**src/rtl/mvm_ctrl.sv**
```systemverilog
// Control sequencer for the matrix-vector multiply unit: decodes load/start
// pulses and drives every memory, MAC and output-buffer address and enable.
module mvm_ctrl #(
  parameter int M    = 20,
  parameter int PIPE = 1
) (
  input  logic                      clk,
  input  logic                      reset,
  input  logic                      loadMatrix,
  input  logic                      loadVector,
  input  logic                      start,
  output logic                      mat_we,
  output logic [$clog2(M*M)-1:0]    mat_addr,
  output logic                      vec_we,
  output logic [$clog2(M)-1:0]      vec_addr,
  output logic                      mac_en,
  output logic                      acc_clr,
  output logic                      ybuf_we,
  output logic [$clog2(M)-1:0]      ybuf_addr,
  output logic                      out_valid,
  output logic                      done,
  output logic                      busy
);

  localparam int LAT = 1 + PIPE;
  localparam int MM  = M * M;
  localparam int MW  = $clog2(MM);
  localparam int VW  = $clog2(M);

  localparam logic [MW-1:0] MAT_LAST   = MW'(MM - 1);
  localparam logic [VW-1:0] VEC_LAST   = VW'(M - 1);
  localparam logic [1:0]    DRAIN_LAST = 2'(LAT);

  typedef enum logic [2:0] {
    S_IDLE,
    S_LOAD_M,
    S_LOAD_V,
    S_COMPUTE,
    S_DRAIN,
    S_OUTPUT
  } state_t;

  state_t         state;
  logic [VW-1:0]  row;
  logic [1:0]     drain_cnt;

  // Per-issue tags delayed by LAT cycles so they line up with the product.
  logic [LAT-1:0] vld_sr;
  logic [LAT-1:0] clr_sr;
  logic [LAT-1:0] last_sr;
  logic [VW-1:0]  row_sr [LAT];

  logic issue;
  logic col_first;
  logic col_last;

  assign issue     = (state == S_COMPUTE);
  assign col_first = (vec_addr == '0);
  assign col_last  = (vec_addr == VEC_LAST);

  assign mac_en  = vld_sr[LAT-1];
  assign acc_clr = clr_sr[LAT-1];

  always_ff @(posedge clk or posedge reset) begin
    if (reset) begin
      state     <= S_IDLE;
      row       <= '0;
      drain_cnt <= '0;
      mat_we    <= 1'b0;
      mat_addr  <= '0;
      vec_we    <= 1'b0;
      vec_addr  <= '0;
      ybuf_we   <= 1'b0;
      ybuf_addr <= '0;
      out_valid <= 1'b0;
      done      <= 1'b0;
      busy      <= 1'b0;
      vld_sr    <= '0;
      clr_sr    <= '0;
      last_sr   <= '0;
      // NOTE: the row delay line is reset along with the enables so a reset
      // mid-compute leaves nothing in flight; it is tiny, unlike a RAM.
      for (int i = 0; i < LAT; i++) row_sr[i] <= '0;
    end else begin
      vld_sr[0]  <= issue;
      clr_sr[0]  <= issue && col_first;
      last_sr[0] <= issue && col_last;
      row_sr[0]  <= row;
      for (int i = 1; i < LAT; i++) begin
        vld_sr[i]  <= vld_sr[i-1];
        clr_sr[i]  <= clr_sr[i-1];
        last_sr[i] <= last_sr[i-1];
        row_sr[i]  <= row_sr[i-1];
      end

      // Row result is captured the cycle after its final accumulate.
      ybuf_we <= last_sr[LAT-1];
      if (last_sr[LAT-1]) ybuf_addr <= row_sr[LAT-1];

      out_valid <= (state == S_OUTPUT);
      // NOTE: non-blocking default here; a later assignment to the same
      // register in this block (the DRAIN exit) wins for this edge.
      done      <= 1'b0;

      case (state)
        S_IDLE: begin
          if (loadMatrix) begin
            state    <= S_LOAD_M;
            mat_we   <= 1'b1;
            mat_addr <= '0;
            busy     <= 1'b1;
          end else if (loadVector) begin
            state    <= S_LOAD_V;
            vec_we   <= 1'b1;
            vec_addr <= '0;
            busy     <= 1'b1;
          end else if (start) begin
            state    <= S_COMPUTE;
            mat_addr <= '0;
            vec_addr <= '0;
            row      <= '0;
            busy     <= 1'b1;
          end
        end

        S_LOAD_M: begin
          if (mat_addr == MAT_LAST) begin
            state  <= S_IDLE;
            mat_we <= 1'b0;
            busy   <= 1'b0;
          end else begin
            mat_addr <= mat_addr + MW'(1);
          end
        end

        S_LOAD_V: begin
          if (vec_addr == VEC_LAST) begin
            state  <= S_IDLE;
            vec_we <= 1'b0;
            busy   <= 1'b0;
          end else begin
            vec_addr <= vec_addr + VW'(1);
          end
        end

        S_COMPUTE: begin
          mat_addr <= (mat_addr == MAT_LAST) ? '0 : mat_addr + MW'(1);
          if (col_last) begin
            vec_addr <= '0;
            if (row == VEC_LAST) begin
              state     <= S_DRAIN;
              drain_cnt <= '0;
            end else begin
              row <= row + VW'(1);
            end
          end else begin
            vec_addr <= vec_addr + VW'(1);
          end
        end

        S_DRAIN: begin
          if (drain_cnt == DRAIN_LAST) begin
            state     <= S_OUTPUT;
            ybuf_addr <= '0;
            done      <= 1'b1;
          end else begin
            drain_cnt <= drain_cnt + 2'd1;
          end
        end

        S_OUTPUT: begin
          if (ybuf_addr == VEC_LAST) begin
            state <= S_IDLE;
            busy  <= 1'b0;
          end else begin
            ybuf_addr <= ybuf_addr + VW'(1);
          end
        end

        default: state <= S_IDLE;
      endcase
    end
  end

endmodule

```
**config.mk**
```make
export PLATFORM = sky130hd
export DESIGN_NAME = mvm_ctrl
export DESIGN_NICKNAME = d
export VERILOG_FILES = /design/src/rtl/mvm_ctrl.sv
export SDC_FILE = /design/constraint.sdc
export NUM_CORES = 1
export LEC_CHECK = 0
export BUFFER_PORTS_ARGS = -buffer_cell sky130_fd_sc_hd__clkbuf_2
export CORE_MARGIN = 4
export CORE_UTILIZATION = 61
export CTS_CLUSTER_SIZE = 30
export DETAILED_ROUTE_END_ITERATION = 16
export PLACE_DENSITY = 0.83
export SLEW_MARGIN = 15
export SYNTH_ARGS = -nofsm -noshare
export SYNTH_HDL_FRONTEND = slang
export SYNTH_SLANG_ARGS = --single-unit
```
**constraint.sdc**
```tcl
create_clock -name clk -period 3 [get_ports clk]
set_clock_uncertainty 0.05 [all_clocks]
set_input_delay 0 -clock clk [delete_from_list [all_inputs] [get_ports clk]]
set_output_delay 0 -clock clk [all_outputs]
set_load 0.01 [all_outputs]
```
==> reports/qor.yml, run 1 <==
yosys:
  synth_cell_types: 56
  mappedNetlistArea_um2: 2490
  netlist_top_cells_area: "dfrtp_1 51%, o31ai_1 3.3%, ha_1 3.0%"
  ys_ff_latch: 51
  synth_ff_type: "dfrtp_1"
  yosysMostFrequentCell: "dfrtp_1"
  ys.warnings.count: 0
  synth_edf_count: 0
  synth_top_area_share_pct: 51.26
  postSynthCellCount: 236
  async_flop_share_pct: 100.0
  synth-seq-area-share_pct: 51.26
  synth_area_per_cell_um2: 10.55
  synthTopCellsByCount: "51 x dfrtp_1, 15 x nand2_1, 13 x a21oi_1, 13 x nor2_1"
  syn_nets: 247
  synth_area_leader_cell: "dfrtp_1"
worst_setup_path:
  r2r_slack_ps: 770
  worstPathMaxFanout: 22
  cp-start-kind: "flip-flop"
  path_class: "flip-flop to flip-flop"
  crit_start: "state[0]"
  timing.rr.start: "state[0]"
  arrival_ps: 2370
  cp-end-kind: "flip-flop"
  worstPathRequired_ps: 3140
layout:
  drive_gt1_share_pct: 18.42
  multiInputGateArea_um2: 1127
  nNetsFinal: 277
  fillers: 290
  ff_latch_area_um2: 1276
  antenna_cells: 0
  synthToLayoutAreaGrowth_pct: 11.41
detailed_routing:
  vias_per_cell: 6.554
  wl_mm: 5.320
  dr.pass1.iters: 4
  drc: 0
  met1_length_mm: 2.348
  top_layer: "met4"
  wl_met3_um: 323
  wl_per_cell_um: 16.94
  first_iter_violations: 142
  wl_met2_mm: 2.570
  dr_total_vias: 2058
  final_antenna_net_count: 0
sta:
  hold_violations: 0
  setup_slack_ps: 771.3
  worstMarginPinSlew_ps: 849.3
  slew_headroom_pct: 43.31
  rsz0062_at_grt: "false"
  fin_tns_setup_ps: 0
  min_period_ps: 2229
  max_freq_mhz: 448.7
  slew_viol_final: 0
  holdWs_ps: 75.12
  period_share_pct: 74.29
  finalSetupViolations: 0
clock_network:
  cts_buffers: 5
  cts-root-buf: "clkbuf_8"
  numClockSinks: 51
  htreeDepth: 2
  clk_latency_ps: 300
  post_cts_buffers: 0
  clockBufferDepth: 2
  clkTransAtPathRegs_ps: 90
  tritoncts: "done"
job:
  timing.max_cap.violations: 0
global_route:
  grt_pass1_wl_mm: 9.163
  antenna_found_initial: 0
  grt_overflow: 0
  grt_max_degree: 52
  grt_pass1_vias: 2037
  track_usage_pct: 22.15
die:
  ios: 32
  fp.coreArea_um2: 3799
  initial_utilization_pct: 65.55
  core.rowCount: 22
  dieHeight_um: 71.89
  die-area_um2: 5168
  die_w_um: 71.89
placed_design:
  gp_congestion: 0.8187
  io_buffers: 31
  hpwl_mm: 3.665
  dp_slack_ps: 818.4
power:
  power.density_nw_per_um2: 736.9
  p_leak_nw: 1.268
  vdd_ir_drop_max_v: 0.0005559
outcome:
  status: "finished, final reports clean"
worst_hold_path:
  hold_path_startpoint: "loadMatrix"
  hold_path_class: "input pin to flip-flop"
worst max-delay path, cell delays in order (launching register included):
cell and delay, ps:
dfrtp_1 790, nand3b_1 390, inv_1 290, nand3_1 210, o21a_1 160, o41ai_1 230
registers in the layout, summed over array words and instances, names as in the netlist:
signal / flops
row_sr: 10
vec_we: 1
busy: 1
state: 3
mat_we: 1
mat_addr: 9
vec_addr: 5
last_sr: 2
ybuf_addr: 5
ybuf_we: 1
drain_cnt: 2
row: 5
out_valid: 1
vld_sr: 2
done: 1
clr_sr: 2
repair_timing:
action,in CTS,in global routing
hold buffers,1,0
endpoints found under the hold margin,51,0
gates resized for setup,0,0
per-stage QoR:
step	cell area [µm²]	total power, W	utilization, %	std cells
after floorplan	2490	0.001398	-	236
after global placement	2656	0.001565	69.93	306
after detailed placement	2656	0.001587	69.93	306
after CTS	2773	0.002053	72.99	314
after global routing	2774	0.002185	73.02	314
final	2774	0.002044	73.02	314
layout make-up:
cell class	instances	area share, %
Sequential cell	51	46.01
Timing Repair Buffer	32	5.954
Clock buffer	5	2.481
Clock inverter	2	1.353
Multi-Input combinational cell	166	40.64
Tap cell	48	2.165
Inverter	10	1.398
worst paths after layout:
| path | to | cells past startpoint |
|---|---|---|
| min | mat_we | 3 |
| min reg2reg | row_sr[1] | 0 |
| max reg2reg | drain_cnt[1] | 5 |
| min in group asynchronous | mat_addr[2] | 3 |
| max in group asynchronous | mat_addr[1] | 3 |
| max | drain_cnt[1] | 5 |
kinds of logic (layout without fill, tap and decap cells):
group | count (synthesis) | after routing | synth area share, %
compound gates | 70 | 70 | 19.40
xor+xnor | 3 | 3 | 1.055
fa+ha+maj | 6 | 6 | 3.015
buf+inv | 19 | 49 | 3.467
flops | 51 | 51 | 51.26
mux | 7 | 7 | 2.915
simple gates | 80 | 80 | 18.90
placed cells by master (no fill, tap or decap), drive strengths merged, types with 3 or more instances in the layout:
cell / n
a21o: 3
a21oi: 13
a31oi: 3
and4bb: 4
clkbuf: 36
dfrtp: 51
ha: 6
inv: 9
mux2i: 5
nand2: 15
nand2b: 7
nand3: 10
nor2: 14
nor2b: 3
nor4: 3
o21ai: 11
o22ai: 4
o31ai: 11
o41ai: 4
or4: 5
xnor2: 3
power breakdown:
group / switching [W] / total (W) / leakage [nW] / internal (W)
clock: 0.000216 / 0.000460 / 0.0502 / 0.000244
combinational: 0.000324 / 0.000561 / 0.542 / 0.000237
sequential: 0.000188 / 0.00102 / 0.675 / 0.000836
total: 0.000728 / 0.00204 / 1.27 / 0.00132
per-layer routing:
layer | vias to the layer above | GRT usage [%]
li1 | 953 | -
met1 | 1027 | 29.44
met2 | 70 | 36.43
met3 | 8 | 4.432
met4 | 0 | 7.516
met5 | - | 0
Note: power is estimated with default switching activity, not from simulation.
==> run 2: changes to the inputs <==
--- a/config.mk
+++ b/config.mk
@@ -7,10 +7,10 @@
 export LEC_CHECK = 0
 export BUFFER_PORTS_ARGS = -buffer_cell sky130_fd_sc_hd__clkbuf_2
 export CORE_MARGIN = 4
-export CORE_UTILIZATION = 61
+export CORE_UTILIZATION = 51
 export CTS_CLUSTER_SIZE = 30
 export DETAILED_ROUTE_END_ITERATION = 16
-export PLACE_DENSITY = 0.83
+export PLACE_DENSITY = 0.74
 export SLEW_MARGIN = 15
 export SYNTH_ARGS = -nofsm -noshare
 export SYNTH_HDL_FRONTEND = slang
==> constraint.sdc (replaced) <==
create_clock -name clk -period 1.8 [get_ports clk]
set_clock_uncertainty 0.05 [all_clocks]
set_input_delay 0 -clock clk [delete_from_list [all_inputs] [get_ports clk]]
set_output_delay 0 -clock clk [all_outputs]
set_load 0.01 [all_outputs]
==> reports/qor.yml, run 2 (synthesis gave the netlist of run 1 again) <==
outcome:
  status: "finished, final reports clean"
detailed_routing:
  dr_total_vias: 2103
  wl_met2_mm: 2.685
  top_layer: "met4"
  drc: 0
  dr.pass1.iters: 4
  wl_mm: 5.580
  first_iter_violations: 132
  wl_met3_um: 197
  final_antenna_net_count: 0
  met1_length_mm: 2.608
  vias_per_cell: 5.638
  wl_per_cell_um: 14.96
power:
  p_int_w: 0.002369
  p_sw_share_pct: 36.04
  vdd_ir_drop_max_v: 0.0007682
  power.density_nw_per_um2: 1173
  p_sw_w: 0.001335
  clkPwrFrac_pct: 18.6
  power_frac_comb_pct: 39.0
  p_leak_nw: 1.471
  p_seq_share_pct: 42.4
worst_setup_path:
  worstPathMaxFanout: 3
  cp.depth: 5
  cp-start-kind: "flip-flop"
  cp-end-kind: "flip-flop"
  r2r_slack_ps: 3
  worstPathRequired_ps: 1940
  r2r_cells: 5
  arrival_ps: 1940
  crit_chain: "ha_2, and4bb_2, a2bb2oi_2, or3b_4, mux2_2"
  crit_slowest_cell: "or3b_4"
  path_class: "flip-flop to flip-flop"
  path_buf_inv: 0
  slowest_delay_ps: 400
  crit_family: "simple AND/OR/NAND/NOR gates"
layout:
  top_regs: "row_sr (10), mat_addr (9)"
  antenna_cells: 0
  layout_commonest_cell: "dfrtp_1"
  largest_register: "row_sr"
  drive_gt1_share_pct: 33.99
  final_cell_mix: "49 x dfrtp_1, 38 x buf_4, 31 x clkbuf_2, 15 x nand2_1"
  nNetsFinal: 316
  largest_reg_flops: 10
  fillers: 379
  final_core_util_pct: 66.86
  synthToLayoutAreaGrowth_pct: 26.83
die:
  die-area_um2: 6064
  fp.coreArea_um2: 4723
  core.rowCount: 25
  initial_utilization_pct: 52.72
  die_w_um: 77.87
  ios: 32
  dieHeight_um: 77.87
sta:
  fin_tns_setup_ps: 0
  hold_violations: 0
  setup_slack_ps: 3.000
  period_share_pct: 99.83
  rsz0062_at_grt: "true"
  finalSetupViolations: 0
  worstMarginPinSlew_ps: 523.3
  slew_headroom_pct: 65.06
  min_period_ps: 1797
  max_freq_mhz: 556.5
  slew_viol_final: 0
placed_design:
  dp_slack_ps: -2.870
  gp_congestion: 0.8686
  io_buffers: 31
  hpwl_mm: 3.994
worst_hold_path:
  hold_path_class: "input pin to flip-flop"
  worstHoldPathCells: 3
clock_network:
  numClockSinks: 51
  cts-root-buf: "clkbuf_8"
  clockBufferDepth: 2
  clk_latency_ps: 310
  htreeDepth: 2
  clkTransAtPathRegs_ps: 90
  cts_buffers: 5
  tritoncts: "done"
global_route:
  grt_max_degree: 29
  grt_overflow: 0
  grt_pass1_wl_mm: 9.528
  grt_pass1_vias: 2013
  track_usage_pct: 19.81
  antenna_found_initial: 0
job:
  timing.max_cap.violations: 0
==> run 2: cell count changes in the layout (fill, tap and decap cells not counted), sizes merged <==
cell	previous run	this run
inv	9	12
bufinv	1	0
buf	0	39
clkinvlp	1	0
==> run 2: stage by stage <==
stage	hold WS (ps)	total power (W)	std cells	area (µm²)
6_report	68.55	0.003704	373	3158
2_1_floorplan	143.5	0.002330	236	2495
4_1_cts	46.39	0.003664	372	3099
3_5_place_dp	-0.2296	0.002943	363	2980
3_3_place_gp	0.1713	0.002912	363	2980
5_1_grt	134.4	0.003985	373	3158
==> run 2: worst paths after layout <==
kind	from	to
setup / recovery	row[1]	state[1]
hold / removal	loadMatrix	mat_we
setup reg to reg	row[1]	state[1]
hold reg to reg	vld_sr[0]	vld_sr[1]
max in group asynchronous	reset	vld_sr[1]
min in group asynchronous	reset	ybuf_addr[0]
==> run 2: power groups by stage <==
stage	sequential (W)	combinational (W)	clock (W)
2_1_floorplan	0.00165	0.000678	0
3_5_place_dp	0.00158	0.00136	0
4_1_cts	0.00157	0.00138	0.000716
6_report	0.00157	0.00144	0.000691
3_3_place_gp	0.00157	0.00134	0
5_1_grt	0.00161	0.00160	0.000771
==> run 2: worst register-to-register path, cell delays in order, from the launching register on <==
cell and delay (ps):
dfrtp_1 360, ha_2 170, and4bb_2 280, a2bb2oi_2 160, or3b_4 400, mux2_2 270
==> run 2: layout make-up <==
type	instances	area (µm²)	share of cell area, %
repair buffers	71	470.5	14.90
flip-flops and latches	51	1279	40.49
well taps	67	83.83	2.655
multi-input cells	166	1192	37.76
clock buffers	5	68.82	2.179
inverters	10	37.54	1.189
clock inverters	3	26.28	0.8320
==> run 2: timing repair <==
action	CTS	global route
hold endpoints to repair	23	0
hold buffers	1	0
gates resized for setup	3	11
buffers inserted	0	1
pin swaps	0	4
endpoints found under the setup margin	7	14
==> run 2: layer usage <==
| metal | global-route usage (%) | vias up |
|---|---|---|
| met5 | 0 | - |
| met4 | 7.117 | 0 |
| met3 | 3.828 | 9 |
| met2 | 31.42 | 45 |
| met1 | 27.00 | 1016 |
| li1 | - | 1033 |
==> run 3: changes to the inputs <==
--- a/config.mk
+++ b/config.mk
@@ -7,10 +7,10 @@
 export LEC_CHECK = 0
 export BUFFER_PORTS_ARGS = -buffer_cell sky130_fd_sc_hd__clkbuf_2
 export CORE_MARGIN = 4
-export CORE_UTILIZATION = 51
+export CORE_UTILIZATION = 40
 export CTS_CLUSTER_SIZE = 30
 export DETAILED_ROUTE_END_ITERATION = 16
-export PLACE_DENSITY = 0.74
+export SKIP_CTS_REPAIR_TIMING = 1
 export SLEW_MARGIN = 15
 export SYNTH_ARGS = -nofsm -noshare
 export SYNTH_HDL_FRONTEND = slang
==> reports/qor.yml, run 3 (synthesis gave the netlist of run 1 again) <==
layout:
  top_regs: "row_sr (10), mat_addr (9)"
  largest_reg_flops: 10
  design_area_um2: 3204
  synthToLayoutAreaGrowth_pct: 28.69
  layout_commonest_cell: "dfrtp_1"
  fillers: 550
  layout.cells.non_filler: 383
  nNetsFinal: 318
  antenna_cells: 0
  final_core_util_pct: 53.49
  final_cell_mix: "49 x dfrtp_1, 41 x buf_4, 31 x clkbuf_2, 15 x nand2_1, 13 x nor2_1"
  drive_gt1_share_pct: 36.69
  largest_register: "row_sr"
worst_setup_path:
  timing.rr.start: "state[1]"
  crit_family: "simple AND/OR/NAND/NOR gates"
  cp.depth: 4
  crit_chain: "nor4_1, a2bb2oi_2, or3b_4, mux2_2"
  cp-start-kind: "flip-flop"
  timing.rr.end: "state[1]"
  setup.worst_path.end: "state[1]"
  slowest_delay_ps: 540
  arrival_ps: 2000
  r2r_slack_ps: -50
  cp-end-kind: "flip-flop"
  worstPathMaxFanout: 6
  path_buf_inv: 0
  r2r_cells: 4
  worstPathRequired_ps: 1950
  crit_slowest_cell: "nor4_1"
  crit_start: "state[1]"
  path_class: "flip-flop to flip-flop"
worst_hold_path:
  hold_path_class: "input pin to flip-flop"
detailed_routing:
  met1_length_mm: 2.739
  vias_per_cell: 5.473
  wl_mm: 5.748
  wl_met3_um: 328
  wl_met2_mm: 2.619
  top_layer: "met4"
  dr_total_vias: 2096
  first_iter_violations: 98
  dr.pass1.iters: 4
  drc: 0
  wl_per_cell_um: 15.01
  final_antenna_net_count: 0
placed_design:
  hpwl_mm: 4.081
  io_buffers: 31
  dp_cells: 371
  place_area_um2: 2978
  gp_congestion: 0.8504
die:
  core.rowCount: 28
  dieHeight_um: 86.90
  die-area_um2: 7551
  initial_utilization_pct: 41.56
  die_w_um: 86.90
  ios: 32
  fp.coreArea_um2: 5991
power:
  fin_total_pwr_w: 0.003738
  p_leak_nw: 1.486
  power.density_nw_per_um2: 1167
  vdd_ir_drop_max_v: 0.0006120
clock_network:
  cts_buffers: 5
  tritoncts: "done"
  clockBufferDepth: 2
  htreeDepth: 2
  clkTransAtPathRegs_ps: 90
  clk_latency_ps: 310
  numClockSinks: 51
  cts-root-buf: "clkbuf_8"
global_route:
  track_usage_pct: 16.53
  grt_overflow: 0
  grt_pass1_vias: 2054
  antenna_found_initial: 0
  grt_pass1_wl_mm: 9.963
  grt_max_degree: 52
sta:
  fin_tns_setup_ps: -54.26
  min_period_ps: 1854
  slew_viol_final: 0
  rsz0062_at_grt: "true"
  finalSetupViolations: 1
  hold_violations: 0
  slew_headroom_pct: 57.30
  setup_slack_ps: -54.26
  period_share_pct: 103.0
  max_freq_mhz: 539.3
  worstMarginPinSlew_ps: 640.5
outcome:
  violations: "setup timing"
  status: "finished with violations"
job:
  timing.max_cap.violations: 0
-- run 3: changes by cell type in the layout (fill, tap and decap cells not counted), sizes merged --
cell,previous run,this run
clkbuf,36,37
buf,39,41
clkinvlp,0,1
inv,12,10
-- run 3: layer usage --
metal  GRT usage (%)  vias up
li1                -     1031
met1           22.96      999
met2           25.74       59
met3           3.879        7
met4           4.816        0
met5               0        -
-- run 3: worst reg2reg max path, delay by kind of cell (launching register included) --
kind,cells,cell delay [ps]
simple gates,2,790
compound gates,1,130
flops,1,460
mux,1,330
-- run 3: how the worst min path moves through the flow --
stage               startpoint  cells past startpoint           to
finish              loadMatrix                      3       mat_we
global route        loadMatrix                      3       mat_we
CTS                      reset                      3  mat_addr[8]
detailed placement       reset                      3  mat_addr[8]
global placement         reset                      3         done
floorplan           loadMatrix                      2       mat_we
-- run 3: where the power goes --
part / internal (W) / switching (W) / leakage (nW) / total [W]
Combinational: 0.000687 / 0.000771 / 0.766 / 0.00146
Clock: 0.000315 / 0.000399 / 0.0474 / 0.000713
Sequential: 0.00140 / 0.000170 / 0.673 / 0.00157
-- run 3: final cells by class --
type,count,area (µm²),area share [%]
multi-input combinational,166,1222,38.15
sequential,51,1279,39.91
inverter,10,37.54,1.171
clock buffer,6,82.58,2.577
timing repair buffer,73,473.0,14.76
clock inverter,2,16.27,0.5076
tap,75,93.84,2.929
-- run 3: through the flow --
stage / hold WS (ps) / setup slack [ps]
finish: 51.28 / -54.26
global placement: 149.9 / 40.34
floorplan: 143.5 / -38.26
global route: 56.36 / -136.4
CTS: -193.6 / -24.55
detailed placement: 152.6 / -18.87
